===== src/rtl/lbp_window_sched.sv =====
// lbp_window_sched: raster-scan frame scheduler for the LBP window engine.
// Border pixels are written as 0 directly; each interior pixel runs one datapath job.
module lbp_window_sched #(
    parameter int IMG_W   = 128,
    parameter int IMG_H   = 128,
    parameter int ADDR_W  = 14,
    parameter int TIMEOUT = 64
) (
    input  logic              clk,
    input  logic              reset,
    input  logic              gray_ready,
    output logic              eng_start,
    output logic [ADDR_W-1:0] eng_center,
    input  logic              eng_done,
    input  logic [7:0]        eng_lbp,
    output logic [ADDR_W-1:0] lbp_addr,
    output logic              lbp_valid,
    output logic [7:0]        lbp_data,
    output logic              finish,
    output logic              err_timeout
);
    localparam int XW = $clog2(IMG_W);
    localparam int YW = $clog2(IMG_H);
    localparam int CW = $clog2(TIMEOUT);
    localparam logic [XW-1:0]     COL_LAST = XW'(IMG_W - 1);
    localparam logic [YW-1:0]     ROW_LAST = YW'(IMG_H - 1);
    localparam logic [ADDR_W-1:0] PIX_LAST = ADDR_W'(IMG_W * IMG_H - 1);
    // WAIT lasts at most TIMEOUT-1 cycles: expiry when the count is about to reach TIMEOUT-1
    localparam logic [CW-1:0]     CNT_EXP  = CW'(TIMEOUT - 2);

    typedef enum logic [2:0] {IDLE, BORDER, ISSUE, WAIT, WRITE, DONE} state_t;

    state_t            state, state_n;
    logic [XW-1:0]     col, col_n, col_nx;
    logic [YW-1:0]     row, row_n, row_nx;
    logic [ADDR_W-1:0] pix, pix_n;
    logic [CW-1:0]     cnt, cnt_n;
    logic [7:0]        cap, cap_n;
    logic              err, err_n;
    logic              col_wrap, next_border;

    assign col_wrap    = col == COL_LAST;
    assign col_nx      = col_wrap ? '0 : col + 1'b1;
    assign row_nx      = col_wrap ? row + 1'b1 : row;
    assign next_border = row_nx == '0 || row_nx == ROW_LAST || col_nx == '0 || col_nx == COL_LAST;

    always_comb begin
        state_n = state;
        col_n   = col;
        row_n   = row;
        pix_n   = pix;
        cnt_n   = cnt;
        cap_n   = cap;
        err_n   = err;
        case (state)
            IDLE: state_n = gray_ready ? BORDER : IDLE;
            ISSUE: if (gray_ready) begin
                state_n = WAIT;
                cnt_n   = '0;
            end
            WAIT: begin
                cnt_n = cnt + 1'b1;
                if (eng_done) begin
                    cap_n   = eng_lbp;
                    state_n = WRITE;
                end else if (cnt == CNT_EXP) begin
                    cap_n   = '0;
                    err_n   = 1'b1;
                    state_n = WRITE;
                end
            end
            BORDER, WRITE: if (pix == PIX_LAST) begin
                state_n = DONE;
            end else begin
                col_n   = col_nx;
                row_n   = row_nx;
                pix_n   = pix + 1'b1;
                state_n = next_border ? BORDER : ISSUE;
            end
            default: ;
        endcase
    end

    always_ff @(posedge clk or negedge reset) begin
        if (!reset) begin
            state <= IDLE;
            col   <= '0;
            row   <= '0;
            pix   <= '0;
            cnt   <= '0;
            cap   <= '0;
            err   <= 1'b0;
        end else begin
            state <= state_n;
            col   <= col_n;
            row   <= row_n;
            pix   <= pix_n;
            cnt   <= cnt_n;
            cap   <= cap_n;
            err   <= err_n;
        end
    end

    assign eng_start   = state == ISSUE && gray_ready;
    assign eng_center  = pix;
    assign lbp_addr    = pix;
    assign lbp_valid   = state == BORDER || state == WRITE;
    assign lbp_data    = state == WRITE ? cap : '0;
    assign finish      = state == DONE;
    assign err_timeout = err;
endmodule


===== config.mk =====
export PLATFORM = sky130hd
export DESIGN_NAME = lbp_window_sched
export DESIGN_NICKNAME = d
export VERILOG_FILES = /design/src/rtl/lbp_window_sched.sv
export SDC_FILE = /design/constraint.sdc
export NUM_CORES = 1
export LEC_CHECK = 0
export ABC_AREA = 1
export CORE_UTILIZATION = 35
export CTS_BUF_LIST = sky130_fd_sc_hd__clkbuf_8 sky130_fd_sc_hd__clkbuf_16
export DETAILED_ROUTE_END_ITERATION = 8
export DONT_BUFFER_PORTS = 1
export HOLD_SLACK_MARGIN = 0.12
export PLACE_DENSITY = 0.58
export SLEW_MARGIN = 20
export SYNTH_ARGS = -nofsm -noshare
export SYNTH_HDL_FRONTEND = slang
export SYNTH_SLANG_ARGS = --single-unit
export TNS_END_PERCENT = 20

===== constraint.sdc =====
create_clock -name clk -period 4.7 [get_ports clk]
set_input_delay 0.47 -clock clk [delete_from_list [all_inputs] [get_ports clk]]
set_output_delay 0.47 -clock clk [all_outputs]
set_load 0.03 [all_outputs]

==> results of run 1 <==
==> worst max-delay path, cell delays in order (launching register included) <==
cell and delay, ps:
dfrtp_1 640, ha_1 360, nand3_1 140, nor2_4 60, nand2_1 90, nor3_2 70
nor2_4 550, nand2_2 160, nor3_4 220, nand2_1 100, xnor2_1 150
==> layer usage <==
metal / part of all wire / vias up
met1: 0.47 / 1006
li1: - / 1086
met3: 0.030 / 8
met4: 0.015 / 0
met2: 0.49 / 32
met5: 0 / -
==> cell families (layout without fill, tap and decap cells) <==
family | after synthesis | in the layout
adders and majority gates | 6 | 6
DFF | 46 | 46
AOI/OAI and AO/OA | 42 | 42
buffers and inverters | 67 | 54
and+or+nand+nor | 175 | 175
xor gates and xnor gates | 13 | 13
==> cell usage in the layout, fill, tap and decap left out, types with 2 or more instances in the layout <==
| master | Yosys | layout |
|---|---|---|
| inv_1 | 42 | 42 |
| a31oi_1 | 2 | 2 |
| nor2_1 | 38 | 38 |
| xor2_1 | 9 | 9 |
| o21ai_1 | 8 | 8 |
| xnor2_1 | 4 | 4 |
| nand2_1 | 78 | 78 |
| nor2_4 | 3 | 3 |
| nor3_2 | 3 | 3 |
| inv_4 | 2 | 2 |
| ha_1 | 6 | 6 |
| nand4_1 | 8 | 8 |
| nand3_2 | 2 | 2 |
| a21oi_1 | 7 | 7 |
| nand2_2 | 3 | 3 |
| clkbuf_8 | 0 | 6 |
| dfrtp_1 | 46 | 46 |
| nor3_1 | 2 | 2 |
| o21ai_0 | 18 | 18 |
| nand3_1 | 33 | 33 |
| a22oi_1 | 2 | 2 |
==> power by group <==
group,internal (uW),switching [uW]
clock,170,125
combinational,4.64,11.0
sequential,399,0.891
==> path summary, 6_finish.rpt <==
path,end,slack (ps),depth (start not counted)
worst min register to register,col[6],530,2
worst max-delay path,eng_center[7],2020,10
worst min-delay path,cap[3],320,2
min in group asynchronous,col[6],670,2
worst max register to register,eng_center[7],2020,10
max in group asynchronous,row[4],3800,2
==> area by class of cell <==
class	count	area, um2	share of cell area
clock inverters	1	30.0	0.0105
well taps	99	124	0.0435
repair buffers	2	37.5	0.0132
clock buffers	6	82.6	0.0290
flip-flops and latches	46	1150	0.404
multi-input cells	236	1250	0.438
inverters	45	174	0.0611
==> stage by stage <==
| stage | util | instance area (um2) | cells |
|---|---|---|---|
| 6_report | 0.384 | 2850 | 435 |
| 5_1_grt | 0.384 | 2850 | 435 |
| 4_1_cts | 0.384 | 2850 | 435 |
| 3_5_place_dp | 0.364 | 2700 | 426 |
| 3_3_place_gp | 0.364 | 2700 | 426 |
| 2_1_floorplan | - | 2730 | 349 |
==> state kept, by name (all words and copies together) (netlist names) <==
register,cells
eng_center,14
cap,8
err_timeout,1
col,7
row,7
state,3
cnt,6
==> reports/qor.csv, run 1 <==
metric;value;unit
status;finished clean;
TritonCTS clock tree;yes;
clock latency on the worst-skew pair;290;ps
TNS Setup;0;ps
cts hold-fix bufs;2;
syn avg cell area;7.82;um2
DRC;0;
FP Rows;31;
vias in the first global route;1995;
Slew Viols, Final;0;
number of distinct library cells after synthesis;35;
final-report hold violation count;0;
unrepaired setup endpoints after global routing;false;
worst setup margin;2020;ps
Post-synth EDFFs;0;
fin crit share;0.570;
Die Y;90.3;um
clk buf depth;2;
IO Count;52;
grt peak-use layer;met2;
Post-Synth Adder-Cell Area;0.0275;
core outline area;7410;um2
most common cell in the netlist;nand2_1;
Area growth, synth to finish;4.26;%
CP endpoint kind;flop;
die area;8160;um2
# Max-Cap Violations;0;
Post-synth ARST share;1.00;
Critical Path RT;4860;ps
TritonCTS buffer count;5;
PwrDens;250;nW/um2
Placer Congestion;0.772;
origin of the worst setup path;eng_center[0];
largest net degree at the start of global routing;47;
Initial Util;0.369;
number of setup violations in the final report;0;
met2 usage;0.239;
Lkg Pwr;0.00134;uW
VDD IR-drop max;0.146;mV
setup bufs post-CTS;0;
die width;90.3;um
WL final;5.50;mm
Syn Nets;367;
WHS;323;ps
diode count;0;
GR Util met1;0.178;
layout cells sized above 1;0.0833;
# nets final;354;
Crit Path Class;flop to flop;
leading area contributor after synthesis;dfrtp_1;
Clock Sink Count;46;
synthesized instance count;349;
Design Power;711;uW
GR Util met3;0.0236;
# port buffers;0;
initial antenna violation count;0;
synth top area cells;dfrtp_1, nand2_1, nand3_1;
Post-Syn Area;2730;um2
worst path arrival time;2840;ps
Tmin final;2680;ps
vias per inst;4.90;
Synth Register Bits;46;
Tightest Hold Check Type;input pin to flop;
vias post-DR;2132;
first-pass detailed-route iteration total;4;
Commonest cells post-synth;nand2_1, dfrtp_1, inv_1;
root buf cell;clkbuf_8;
first-pass GRT wire length;9.25;mm
Slew HR;0.332;
CP startpoint kind;flop;
Reg-to-Reg Start;eng_center[0];
ys flop type;dfrtp_1;
fill count;761;
CP max FO;29;
Reg clk slew, reported paths;80;ps
grt ovf;0;
mux cell area share after synthesis;0;
post-synthesis compound-gate area fraction;0.0866;
Worst Tran Pin Value;996;ps
fmax;373;MHz
gr usage total;0.140;
clock skew;4.25;ps
routed wire length per instance;12.7;um
Post-Synth XOR/XNOR Area;0.0417;
Ys Warns;0;
pre-CTS setup slack;2010;ps
Post-DP HPWL;4.01;mm
DR iter-0 viols;181;
HP Start;eng_done;
H-tree levels;2;
CTS resizes;0;
DRT antenna net count;0;
register area share after synthesis;0.422;
largest family of logic cells by synthesized area;simple AND/OR/NAND/NOR gates;
area share of the largest cell type after synthesis;0.422;
area share of and/or/nand/nor cells after synthesis;0.301;
(Power assumes the default switching activity.)
==> inputs of run 2 (changes only) <==
==> constraint.sdc (replaced) <==
create_clock -name clk -period 2.57 [get_ports clk]
set_input_delay 0.257 -clock clk [delete_from_list [all_inputs] [get_ports clk]]
set_output_delay 0.257 -clock clk [all_outputs]
set_load 0.03 [all_outputs]
==> reports/qor.csv, run 2 (synthesis results as in run 1) <==
metric;value;unit;change
status;finished clean;;unchanged
R2R depth;10;;unchanged
vias post-DR;2262;;was 2132
CP startpoint kind;flop;;unchanged
Area growth, synth to finish;10.6;%;was 4.26%
Tightest Hold Check Type;input pin to flop;;unchanged
Reg-to-Reg Start;state[1];;was eng_center[0]
first-pass GRT wire length;10.1;mm;was 9.25 mm
Post-DP HPWL;4.22;mm;was 4.01 mm
TritonCTS clock tree;yes;;unchanged
met3 wire len;205;um;was 166 um
routed wire length per instance;12.5;um;was 12.7 um
cts hold-fix bufs;9;;was 2
commonest non-fill, non-tap cell in the layout;nand2_1;;unchanged
die width;90.3;um;unchanged
Seq. cell area;1150;um2;unchanged
CP endpoint kind;flop;;unchanged
top layer in use;met4;;unchanged
diode count;0;;unchanged
die area;8160;um2;unchanged
Worst Tran Pin Value;672;ps;was 996 ps
WL final;5.76;mm;was 5.50 mm
origin of the worst setup path;state[1];;was eng_center[0]
core outline area;7410;um2;unchanged
Lkg Pwr;0.00145;uW;was 0.00134 uW
Die Y;90.3;um;unchanged
clk buf depth;2;;unchanged
vias per inst;4.92;;was 4.90
# Max-Cap Violations;0;;unchanged
FP Rows;31;;unchanged
fmax;463;MHz;was 373 MHz
Critical Path End;eng_center[13];;was eng_center[7]
PwrDens;396;nW/um2;was 250 nW/um2
layout cells sized above 1;0.125;;was 0.0833
Clock Sink Count;46;;unchanged
multi-input gate area in the final layout;1250;um2;unchanged
final-report hold violation count;0;;unchanged
DRT antenna net count;0;;unchanged
unrepaired setup endpoints after global routing;false;;unchanged
TritonCTS buffer count;5;;unchanged
Largest register FFs;14;;unchanged
worst reg2reg path endpoint;eng_center[13];;was eng_center[7]
Reg clk slew, reported paths;80;ps;about the same
IO Count;52;;unchanged
CTS resizes;0;;unchanged
CP max FO;10;;was 29
M1 wire length;2.71;mm;was 2.58 mm
Placer Congestion;0.777;;was 0.772
clock latency on the worst-skew pair;290;ps;about the same
R2R Setup Slk;410;ps;was 2020 ps
clock skew;3.50;ps;was 4.25 ps
# port buffers;0;;unchanged
largest net degree at the start of global routing;47;;unchanged
Slew Viols, Final;0;;unchanged
setup bufs post-CTS;0;;unchanged
vias in the first global route;2182;;was 1995
DR iter-0 viols;129;;was 181
VDD IR-drop max;0.261;mV;was 0.146 mV
most frequent cells in the layout;nand2_1, dfrtp_1, inv_1, nor2_1, nand3_1;;unchanged
Crit Path Class;flop to flop;;unchanged
DRC;0;;unchanged
# nets final;379;;was 354
Tmin final;2160;ps;was 2680 ps
first-pass detailed-route iteration total;4;;unchanged
H-tree levels;2;;unchanged
DR WL met2;2.75;mm;was 2.67 mm
fill count;760;;was 761
Critical Path RT;2760;ps;was 4860 ps
fin crit share;0.840;;was 0.570
gr usage total;0.153;;was 0.140
Initial Util;0.369;;unchanged
TNS Setup;0;ps;unchanged
worst path arrival time;2350;ps;was 2840 ps
final core utilization;0.408;;was 0.384
initial antenna violation count;0;;unchanged
grt ovf;0;;unchanged
Slew HR;0.550;;was 0.332
root buf cell;clkbuf_8;;unchanged
number of setup violations in the final report;0;;unchanged
==> run 2: cell count changes in the layout (fill, tap and decap cells not counted) <==
cell | before | now
buf_4 | 0 | 18
dlygate4sd3_1 | 1 | 8
bufinv_16 | 1 | 0
clkbuf_8 | 6 | 5
clkinvlp_4 | 0 | 1
inv_1 | 42 | 43
==> run 2: area by class of cell <==
type | instances | area share
multi-input combinational | 236 | 0.413
sequential | 46 | 0.381
timing repair buffer | 27 | 0.0804
inverter | 45 | 0.0576
tap | 99 | 0.0410
clock buffer | 5 | 0.0228
clock inverter | 2 | 0.00373
==> run 2: through the flow <==
| step | instance area [um2] | hold WS, ps | total power, uW | cells | setup slack [ps] |
|---|---|---|---|---|---|
| CTS | 3020 | 124 | 1220 | 460 | 385 |
| detailed placement | 2830 | -37.3 | 754 | 444 | 403 |
| floorplan | 2730 | -38.6 | 754 | 349 | 671 |
| finish | 3020 | 135 | 1200 | 460 | 411 |
| global route | 3020 | 142 | 1250 | 460 | 171 |
| global placement | 2830 | -37.4 | 754 | 444 | 477 |
==> run 2: power by group <==
group	internal, uW	total [uW]	switching, uW
logic	14.6	37.1	22.5
clock network	183	428	245
registers	729	731	1.75
==> run 2: routing by layer <==
metal	global-route usage	up-vias
met5	0	-
li1	-	1134
met3	0.0354	7
met2	0.258	39
met1	0.192	1082
met4	0.0524	0
==> run 2: worst min path at each step <==
stage                     cells past startpoint     end     start  slack, ps
after floorplan                               0  cap[0]     reset        -40
after global placement                        0  col[1]     reset        -40
after detailed placement                      0  col[1]     reset        -40
after CTS                                     2  cap[5]  eng_done        120
after global routing                          2  cap[5]  eng_done        140
final                                         2  cap[7]  eng_done        140
==> run 2: worst max-delay path, stage by stage, from the launching register on <==
cell	delay, ps
dfrtp_1	390
inv_2	110
nand2_1	100
o21ai_2	490
inv_4	70
nor2_4	310
nand2_2	140
nor3_4	210
nand3_1	100
nand2_1	70
nand2_1	60
